**config.mk**
```make
export PLATFORM = sky130hd
export DESIGN_NAME = decode_stage
export DESIGN_NICKNAME = d
export VERILOG_FILES = /design/src/rtl/decode_stage.sv
export SDC_FILE = /design/constraint.sdc
export NUM_CORES = 1
export LEC_CHECK = 0
export BUFFER_PORTS_ARGS = -buffer_cell sky130_fd_sc_hd__buf_2
export CAP_MARGIN = 20
export CELL_PAD_IN_SITES_DETAIL_PLACEMENT = 1
export CELL_PAD_IN_SITES_GLOBAL_PLACEMENT = 1
export CORE_MARGIN = 3
export CORE_UTILIZATION = 32
export CTS_CLUSTER_SIZE = 40
export DETAILED_ROUTE_END_ITERATION = 10
export PLACE_DENSITY = 0.87
export SYNTH_ARGS = -nofsm -noshare
export SYNTH_HDL_FRONTEND = slang
export SYNTH_SLANG_ARGS = --single-unit
```
**constraint.sdc**
```tcl
create_clock -name clk -period 6.6 [get_ports clk]
set_clock_uncertainty 0.1 [all_clocks]
set_input_delay 1.32 -clock clk [delete_from_list [all_inputs] [get_ports clk]]
set_output_delay 1.32 -clock clk [all_outputs]
set_load 0.01 [all_outputs]
```
**src/rtl/decode_stage.sv**
```systemverilog
`default_nettype none
// +---------------------------------------------------------------------------+
// | decode_stage: instruction decode, operand fetch/forward, hazard scoreboard |
// | and condition-code gating. Optional DECODE_FWD_EN enables forwarding.      |
// | Revision: 1.0                                                              |
// +---------------------------------------------------------------------------+
module decode_stage #(
  parameter int NUM_FWD      = 2,
  parameter int MAX_INFLIGHT = 4
) (
  input  logic                 clk,
  input  logic                 rst,
  input  logic                 in_valid,
  output logic                 in_ready,
  input  logic [31:0]          instr_i,
  output logic [3:0]           ra_o,
  output logic [3:0]           rb_o,
  output logic [3:0]           rc_o,
  input  logic [31:0]          ra_i,
  input  logic [31:0]          rb_i,
  input  logic [31:0]          rc_i,
  input  logic [NUM_FWD-1:0]   fwd_valid_i,
  input  logic [4*NUM_FWD-1:0] fwd_dest_i,
  input  logic [32*NUM_FWD-1:0] fwd_data_i,
  input  logic                 wb_valid_i,
  input  logic [3:0]           wb_dest_i,
  input  logic                 flags_valid_i,
  input  logic [3:0]           flags_i,
  input  logic                 flush_i,
  output logic                 out_valid,
  input  logic                 out_ready,
  output logic [1:0]           out_class,
  output logic [3:0]           out_opcode,
  output logic [31:0]          out_a,
  output logic [31:0]          out_b,
  output logic [31:0]          out_c,
  output logic [3:0]           out_dest,
  output logic                 out_exec,
  output logic                 out_wr_dest,
  output logic                 out_wr_flags,
  output logic                 out_acc
);
  localparam int             c_CNT_W     = $clog2(MAX_INFLIGHT + 1);
  localparam logic [c_CNT_W-1:0] c_MAX   = c_CNT_W'(MAX_INFLIGHT);
  localparam logic [1:0]     c_CLS_DP    = 2'd0;
  localparam logic [1:0]     c_CLS_MUL   = 2'd1;
  localparam logic [1:0]     c_CLS_NOP   = 2'd2;
  localparam logic [1:0]     c_CLS_UNDEF = 2'd3;

  typedef enum logic [1:0] {S_EMPTY = 2'd0, S_FULL = 2'd1, S_STALL = 2'd2} state_t;
  state_t r_state;

  logic [15:0]        r_pend;
  logic [c_CNT_W-1:0] r_flag_pend;
  logic [3:0]         r_cpsr;

  logic [1:0]  w_class;
  logic [3:0]  w_src_a, w_src_b, w_src_c, w_dest, w_opcode;
  logic        w_use_a, w_use_b, w_use_c, w_imm, w_wr_dest, w_wr_flags, w_acc;

  always_comb begin
    w_class = c_CLS_UNDEF;
    w_src_a = 4'd0; w_src_b = 4'd0; w_src_c = 4'd0;
    w_use_a = 1'b0; w_use_b = 1'b0; w_use_c = 1'b0;
    w_dest = 4'd0; w_opcode = 4'd0; w_imm = 1'b0; w_acc = 1'b0;
    w_wr_dest = 1'b0; w_wr_flags = 1'b0;
    if (instr_i[27:0] == 28'h320F000) begin
      w_class = c_CLS_NOP;
    end else if (!instr_i[25] && instr_i[7:4] == 4'b1001) begin
      w_class   = c_CLS_MUL;
      w_src_a   = instr_i[3:0];
      w_src_b   = instr_i[11:8];
      w_src_c   = instr_i[15:12];
      w_use_a   = 1'b1;
      w_use_b   = 1'b1;
      w_use_c   = instr_i[21];
      w_acc     = instr_i[21];
      w_dest    = instr_i[19:16];
      w_wr_dest = 1'b1;
      w_wr_flags = instr_i[20];
    end else if (instr_i[27:26] == 2'b00) begin
      w_class  = c_CLS_DP;
      w_src_a  = instr_i[19:16];
      w_src_b  = instr_i[3:0];
      w_use_a  = 1'b1;
      w_use_b  = !instr_i[25];
      w_imm    = instr_i[25];
      w_dest   = instr_i[15:12];
      w_opcode = instr_i[24:21];
      // TST/TEQ/CMP/CMN only update flags
      if (instr_i[24:23] == 2'b10) begin
        w_wr_dest  = 1'b0;
        w_wr_flags = 1'b1;
      end else begin
        w_wr_dest  = 1'b1;
        w_wr_flags = instr_i[20];
      end
    end
  end

  assign ra_o = rst ? 4'd0 : w_src_a;
  assign rb_o = rst ? 4'd0 : w_src_b;
  assign rc_o = rst ? 4'd0 : w_src_c;

  logic [31:0] w_val_a, w_val_b, w_val_c;
  logic        w_hit_a, w_hit_b, w_hit_c;
`ifdef DECODE_FWD_EN
  // Descending scan so the lowest-index matching port wins.
  always_comb begin
    w_val_a = ra_i; w_val_b = rb_i; w_val_c = rc_i;
    w_hit_a = 1'b0; w_hit_b = 1'b0; w_hit_c = 1'b0;
    for (int k = NUM_FWD - 1; k >= 0; k--) begin
      if (fwd_valid_i[k] && fwd_dest_i[4*k +: 4] == w_src_a) begin
        w_hit_a = 1'b1; w_val_a = fwd_data_i[32*k +: 32];
      end
      if (fwd_valid_i[k] && fwd_dest_i[4*k +: 4] == w_src_b) begin
        w_hit_b = 1'b1; w_val_b = fwd_data_i[32*k +: 32];
      end
      if (fwd_valid_i[k] && fwd_dest_i[4*k +: 4] == w_src_c) begin
        w_hit_c = 1'b1; w_val_c = fwd_data_i[32*k +: 32];
      end
    end
  end
`else
  logic w_unused_fwd;
  assign w_unused_fwd = ^{fwd_valid_i, fwd_dest_i, fwd_data_i};
  assign w_val_a = ra_i;
  assign w_val_b = rb_i;
  assign w_val_c = rc_i;
  assign w_hit_a = 1'b0;
  assign w_hit_b = 1'b0;
  assign w_hit_c = 1'b0;
`endif

  function automatic logic cond_pass(input logic [3:0] cond, input logic [3:0] nzcv);
    logic n, z, c, v;
    {n, z, c, v} = nzcv;
    case (cond)
      4'h0: return z;
      4'h1: return !z;
      4'h2: return c;
      4'h3: return !c;
      4'h4: return n;
      4'h5: return !n;
      4'h6: return v;
      4'h7: return !v;
      4'h8: return c && !z;
      4'h9: return !c || z;
      4'hA: return n == v;
      4'hB: return n != v;
      4'hC: return !z && (n == v);
      4'hD: return z || (n != v);
      4'hE: return 1'b1;
      default: return 1'b0;
    endcase
  endfunction

  logic w_exec, w_hazard, w_cond_stall, w_full_stall, w_stall, w_accept, w_kill;
  assign w_exec = cond_pass(instr_i[31:28], r_cpsr) &&
                  (w_class == c_CLS_DP || w_class == c_CLS_MUL);
  assign w_hazard = (w_use_a && r_pend[w_src_a] && !w_hit_a) ||
                    (w_use_b && r_pend[w_src_b] && !w_hit_b) ||
                    (w_use_c && r_pend[w_src_c] && !w_hit_c);
  assign w_cond_stall = (instr_i[31:28] != 4'hE) && (r_flag_pend != '0);
  assign w_full_stall = w_wr_flags && (r_flag_pend == c_MAX);
  assign w_stall      = w_hazard || w_cond_stall || w_full_stall;
  assign in_ready     = !rst && (!out_valid || out_ready) && !w_stall && !flush_i;
  assign w_accept     = in_valid && in_ready;
  assign w_kill       = flush_i && out_valid;

  logic [15:0]        w_sb_set, w_sb_clr;
  logic [c_CNT_W-1:0] w_fp_next;
  always_comb begin
    w_sb_set = '0;
    w_sb_clr = '0;
    if (w_accept && w_exec && w_wr_dest) w_sb_set[w_dest] = 1'b1;
    if (wb_valid_i) w_sb_clr[wb_dest_i] = 1'b1;
    if (w_kill && out_exec && out_wr_dest) w_sb_clr[out_dest] = 1'b1;
    w_fp_next = r_flag_pend;
    if (w_accept && w_exec && w_wr_flags) w_fp_next = w_fp_next + c_CNT_W'(1);
    if (flags_valid_i && w_fp_next != '0) w_fp_next = w_fp_next - c_CNT_W'(1);
    if (w_kill && out_exec && out_wr_flags && w_fp_next != '0)
      w_fp_next = w_fp_next - c_CNT_W'(1);
  end

  always_ff @(posedge clk) begin
    if (rst) begin
      r_pend      <= '0;
      r_flag_pend <= '0;
      r_cpsr      <= 4'd0;
    end else begin
      r_pend      <= (r_pend & ~w_sb_clr) | w_sb_set;
      r_flag_pend <= w_fp_next;
      if (flags_valid_i) r_cpsr <= flags_i;
    end
  end

  always_ff @(posedge clk) begin
    if (rst) begin
      r_state      <= S_EMPTY;
      out_valid    <= 1'b0;
      out_class    <= 2'd0;
      out_opcode   <= 4'd0;
      out_a        <= 32'd0;
      out_b        <= 32'd0;
      out_c        <= 32'd0;
      out_dest     <= 4'd0;
      out_exec     <= 1'b0;
      out_wr_dest  <= 1'b0;
      out_wr_flags <= 1'b0;
      out_acc      <= 1'b0;
    end else begin
      if (w_accept) begin
        out_valid    <= 1'b1;
        out_class    <= w_class;
        out_opcode   <= w_opcode;
        out_a        <= w_val_a;
        out_b        <= w_imm ? {20'd0, instr_i[11:0]} : w_val_b;
        out_c        <= w_val_c;
        out_dest     <= w_dest;
        out_exec     <= w_exec;
        out_wr_dest  <= w_wr_dest;
        out_wr_flags <= w_wr_flags;
        out_acc      <= w_acc;
      end else if (flush_i || out_ready) begin
        out_valid <= 1'b0;
      end
      if (in_valid && w_stall) begin
        r_state <= S_STALL;
      end else begin
        case (r_state)
          S_EMPTY: r_state <= w_accept ? S_FULL : S_EMPTY;
          S_FULL: begin
            if (w_accept)                  r_state <= S_FULL;
            else if (out_ready || flush_i) r_state <= S_EMPTY;
          end
          default: r_state <= (w_accept || (out_valid && !out_ready && !flush_i))
                              ? S_FULL : S_EMPTY;
        endcase
      end
    end
  end
endmodule
`default_nettype wire
```
-- Yosys cells after proc, flatten, opt, wreduce, memory -nomap -nowiden
Index checks and enable logic that the tools add are counted.
- input bits: 217
- logic and storage cells: 163
- output and inout bits: 124
- register bits after elaboration: 134
- $add $sub $neg: 3
- muxes and demuxes: 61
- reductions and logical operators: 50
- bitwise logic cells: 4
- order comparisons: 9
- equality and inequality tests: 22
- operators with widths (kind ; count):
    $mux W4 ; 17
    $mux W16 ; 3
    $eq A4 B4 Y1 const B ; 8
    $mux W32 ; 1
    $or A16 B16 Y16 ; 2
    $lt A4 B5 Y1 const B ; 6
    $eq A28 B26 Y1 const B ; 1
    $mux W1 ; 27
    $logic_and A1 B1 Y1 ; 25
    $and A16 B16 Y16 ; 1
    $eq A4 B3 Y1 const B ; 4
    $not A16 Y16 ; 1
    $pmux W1 S15 ; 1
    $bmux W1 S4 ; 3
    $demux W1 S4 ; 3
    $ge A4 B1 Y1 const B ; 3
    $logic_not A1 Y1 ; 9
    $logic_or A1 B1 Y1 ; 9
    $mux W3 ; 3
    $reduce_bool A3 Y1 ; 3
    $eq A4 B2 Y1 const B ; 2
    $mux W2 ; 3
    $sub A3 B1 Y3 const B ; 2
    $eq A4 B1 Y1 const B ; 1
    other kinds (10) ; 11

-- Depth between registers and ports, before layout
- depth after elaboration: 24
- depth in mapped cells: 24
- mapped depth without buffers: 20

-- Least setup slack after synthesis
OpenSTA, ideal clock, no wires.
- path type: input to register
- start: input instr_i[6]
- end: register r_flag_pend[0]
- required time: 6.366 ns
- setup time: 0.134 ns
- path buffers: 3
- data arrival time: 6.007 ns
- setup slack: 0.359 ns
- cell stages on the path: 23
- cells stage by stage: or2_1 > buf_2 > o21ai_1 > nand3_1 > a32o_1 > a2111o_1 > o311ai_1 > nor2_2 > xnor2_1 > ha_1 > ha_1 > nor2b_1 > clkbuf_1 > nor2_1 > mux2i_1 > nand2_1 > ha_1 > ha_1 > or3b_2 > buf_1 > nand3_1 > mux2i_1 > or4_1
- cells in the longest elaborated chain, start to end: 24
- elaborated cells on any way between the ends: 52
- those cells by class: 2 x add/sub; 3 x eq/ne; 25 x mux; 22 x reduce/logical
- RTL lines (element ; line ; source):
    start: declaration ; 15 ; input logic [31:0] instr_i,
    $eq A4 B4 Y1 ; 69 ; end else if (!instr_i[25] && instr_i[7:4] == 4'b1001) begin
    $logic_and A1 B1 Y1 ; 69 ;
    $mux W4 ; 69 ;
    $mux W4 ; 67 ; if (instr_i[27:0] == 28'h320F000) begin
    $bmux W1 S4, on equally long branches ; 161, 162 ;
    $mux W1, on equally long branches ; 161, 162 ;
    $logic_and A1 B1 Y1, on equally long branches ; 161, 162 ;
    $logic_or A1 B1 Y1 ; 161 ; assign w_hazard = (w_use_a && r_pend[w_src_a] && !w_hit_a) ||
    [... 6 more ...] ; - ;
    $logic_and A1 B1 Y1 ; 168 ; assign w_accept = in_valid && in_ready;
    $logic_and A1 B1 Y1 ; 180 ; if (w_accept && w_exec && w_wr_flags) w_fp_next = w_fp_next + c_CNT_W'(1);
    $logic_and A1 B1 Y1 * ; 180 ;
    $mux W3 * ; 180 ;
    parallel branches: the longest is 2 deep, another holds $sub A3 B1 Y3 ; - ;
    $mux W3 * ; 181 ; if (flags_valid_i && w_fp_next != '0) w_fp_next = w_fp_next - c_CNT_W'(1);
    parallel branches: the longest is 2 deep, another holds $sub A3 B1 Y3 ; - ;
    $mux W3 * ; 182 ; if (w_kill && out_exec && out_wr_flags && w_fp_next != '0)
    end signal: assignment ; 193 ; r_flag_pend <= w_fp_next;
    end: declaration ; 54 ; logic [c_CNT_W-1:0] r_flag_pend;
Every way passes the cells marked *. The select of a mux whose other input is x is not followed.
A chain may end at the register's enable or synchronous reset.

-- Worst setup path after layout
- start: input instr_i[25]
- end: register r_flag_pend[0]
- cells in the longest elaborated chain, start to end: 24
- elaborated cells on any way between the ends: 53
- those cells by class: 2 x add/sub; 2 x eq/ne; 26 x mux; 23 x reduce/logical
- RTL lines (element ; line):
    parallel branches: the longest is 16 deep, another holds $eq A28 B26 Y1 ; -
    $logic_and A1 B1 Y1 * ; 180
    $mux W3 * ; 180
    parallel branches: the longest is 2 deep, another holds $sub A3 B1 Y3 ; -
    $mux W3 * ; 181
    parallel branches: the longest is 2 deep, another holds $sub A3 B1 Y3 ; -
    $mux W3 * ; 182
Marks and branches as above.

==> flow_summary.toml <==
[grt]
overflow = 0
grt_pass1_vias = 7376
grt_max_degree = 98
antenna_found_initial = 3
grt.total_usage_pct = 21.4
grt_pass1_wl_um = 38700

[timing]
maxSlewViolCount = 0
worst_pin_slew_ns = 0.738
period_needed_ns = 6.32
post-route-period-util_pct = 95.8
max-slew-margin-rel_pct = 50.8
layout_setup_ws_ns = 0.280
fin_hold_ws_ns = 0.354
setup_violations = 0
finalSetupTns_ns = 0
fmax_ghz = 0.158
finalHoldViolations = 0

[clock_tree]
root_buffer = "clkbuf_16"
clockBufferDepth = 2
cts_tree = "built"
numCtsBuffers = 17
htree_levels = 4
postCtsHoldBufs = 0
clk_latency_ns = 0.42
cts_setup_buffers = 0
cts_resized = 0
clkSinkCount = 134
clk_pin_slew_ns = 0.07

[yosys]
synth-edff-count = 0
synth-main-ff-cell = "dfxtp_1"
ys_types = 71
syn-instance-count = 843
yosysTopAreaCellShare_pct = 39.8
async_reset_ff_share_pct = 0
seq_area_frac_synth_pct = 39.8
synth_area_per_cell_um2 = 7.99
synth_nets = 1066
synth.cell_area_um2 = 6730
netlist_top_cells_area = "dfxtp_1 40%, nand2_1 10%, a21oi_1 6.0%"
yosys.area.top_type = "dfxtp_1"
ys_warn_count = 0
yosys_register_bits = 134

[drt]
num_vias = 7430
dr.pass1.iters = 5
dr_wl_met2_um = 12500
drc = 0
drtIter0Drc = 325
ant_nets = 0
highest_layer = "met5"
met3WireLength_um = 2160
vias_per_cell = 5.38
wirelength_um = 25400
wl_met1_um = 10000
wl_per_cell_um = 18.4

[finish]
drive_above_1_share_pct = 32.4
nets = 1320
instances_no_fill = 1381
fill_cells = 2580
syn2layout_area_growth_pct = 33.4

[power]
power.density_nw_per_um2 = 280
vdd_drop_max_mv = 0.155
p_leak_nw = 3.91

[placed_design]
place_ws_ns = -0.181
place.port_buffers = 266
dpl.cell_count = 1347
place.gp.congestion = 0.917
hpwl_um = 19000

[die]
ios = 341
die_area_um2 = 22800
die_w_um = 151
fp-row-count = 52
core_um2 = 20400
dieHeight_um = 151
initial_core_util_pct = 33.0

[job]
cap_violations = 0

[setup_path]
cp-start-kind = "input port"
required_ns = 6.79
crit_arrival_ns = 6.51
end_kind = "flop"
crit_fanout = 13
worstSetupPathType = "input port to flop"

[worst_hold_path]
hold_path.class = "flop to flop"

[status]
status = "finished, final reports clean"
==> synthesized netlist by cell type (all sizes together) (12+ instances only) <==
library cell and number:
o21ai 55, clkbuf 34, a21oi 81, dfxtp 134, mux2i 22, nand3b 30
a211oi 16, nor2 58, nand2 188, buf 26, nor3 12, nand3 19
o221ai 14, nor2b 16
==> path summary, 6_finish.rpt <==
check         startpoint              to  slack, ns  depth (start not counted)
max          instr_i[25]  r_flag_pend[0]       0.28                         21
min            out_c[24]       out_c[24]       0.35                          2
max reg2reg    r_pend[6]  r_flag_pend[0]       1.30                         20
min reg2reg    out_c[24]       out_c[24]       0.35                          2
==> critical path: stages <==
cell      delay (ns)
buf_2           0.13
and3b_1         0.53
nand2_2         0.13
a22o_1          0.25
a32o_1          0.26
a2111o_1        0.45
o311ai_2        0.42
nor2_2          0.15
xnor2_1         0.19
ha_1            0.20
ha_1            0.21
nor2b_1         0.29
nor2_1          0.08
mux2i_1         0.20
nand2_1         0.08
ha_1            0.20
ha_1            0.18
or3b_2          0.54
nand3_1         0.12
mux2i_1         0.07
or4_1           0.51
==> per-layer routing <==
layer	GRT usage, %	vias up
met2	36.0	322
met4	7.25	4
met5	0	-
met3	6.58	61
li1	-	3498
met1	26.1	3545
==> cell families (layout without fill, tap and decap cells) <==
group	count (synthesis)	in the layout	synth area share, %
AO/OA/AOI/OAI	210	210	20.2
XOR/XNOR	6	6	0.780
adder cells (fa/ha/maj)	6	6	1.11
buffers and inverters	68	335	5.11
flip-flops	134	134	39.8
multiplexers	28	28	4.78
other	0	1	0
AND/OR/NAND/NOR	391	391	28.2
==> cells in the final DEF, fill, tap and decap left out, drive strengths merged, types with 11 or more instances in the layout <==
master | netlist | layout
buf | 26 | 295
o21ai | 55 | 55
nand2b | 11 | 11
inv | 8 | 15
nor2 | 58 | 58
clkbuf | 34 | 18
o221ai | 14 | 14
mux2i | 22 | 22
nor3 | 12 | 12
and3 | 11 | 11
a211oi | 16 | 16
nand3b | 30 | 30
nor2b | 16 | 16
dfxtp | 134 | 134
a21oi | 81 | 81
nand3 | 19 | 19
nand2 | 188 | 188
==> per-stage QoR <==
stage | util (%) | area [um^2] | power, mW
finish | 44.0 | 8990 | 2.52
global route | 44.0 | 8990 | 2.65
CTS | 43.7 | 8930 | 2.54
detailed placement | 40.7 | 8320 | 1.52
global placement | 40.7 | 8320 | 1.49
floorplan | - | 6730 | 1.30
==> power breakdown <==
group	total (mW)	internal (mW)	leakage [nW]	switching (mW)
Combinational	0.578	0.232	2.52	0.345
Sequential	0.935	0.888	1.09	0.0468
Clock	1.01	0.606	0.300	0.401
Total	2.52	1.73	3.91	0.793
==> cell type report <==
type	count	area [um^2]	area share (%)
clock buffers	18	429	4.78
multi-input cells	641	3750	41.7
clock inverters	14	186	2.07
well taps	270	338	3.76
inverters	8	30.0	0.334
flip-flops and latches	134	2680	29.9
repair buffers	295	1570	17.5
diodes	1	2.50	0.0278
==> sequential cells by signal (all words and copies together) (netlist names) <==
name	count
out_a	32
out_b	32
out_c	32
r_pend	16
out_dest	4
out_opcode	4
r_cpsr	4
r_flag_pend	3
out_class	2
out_acc	1
out_exec	1
out_valid	1
out_wr_dest	1
out_wr_flags	1
No activity file was read; power rests on OpenSTA's default activity.
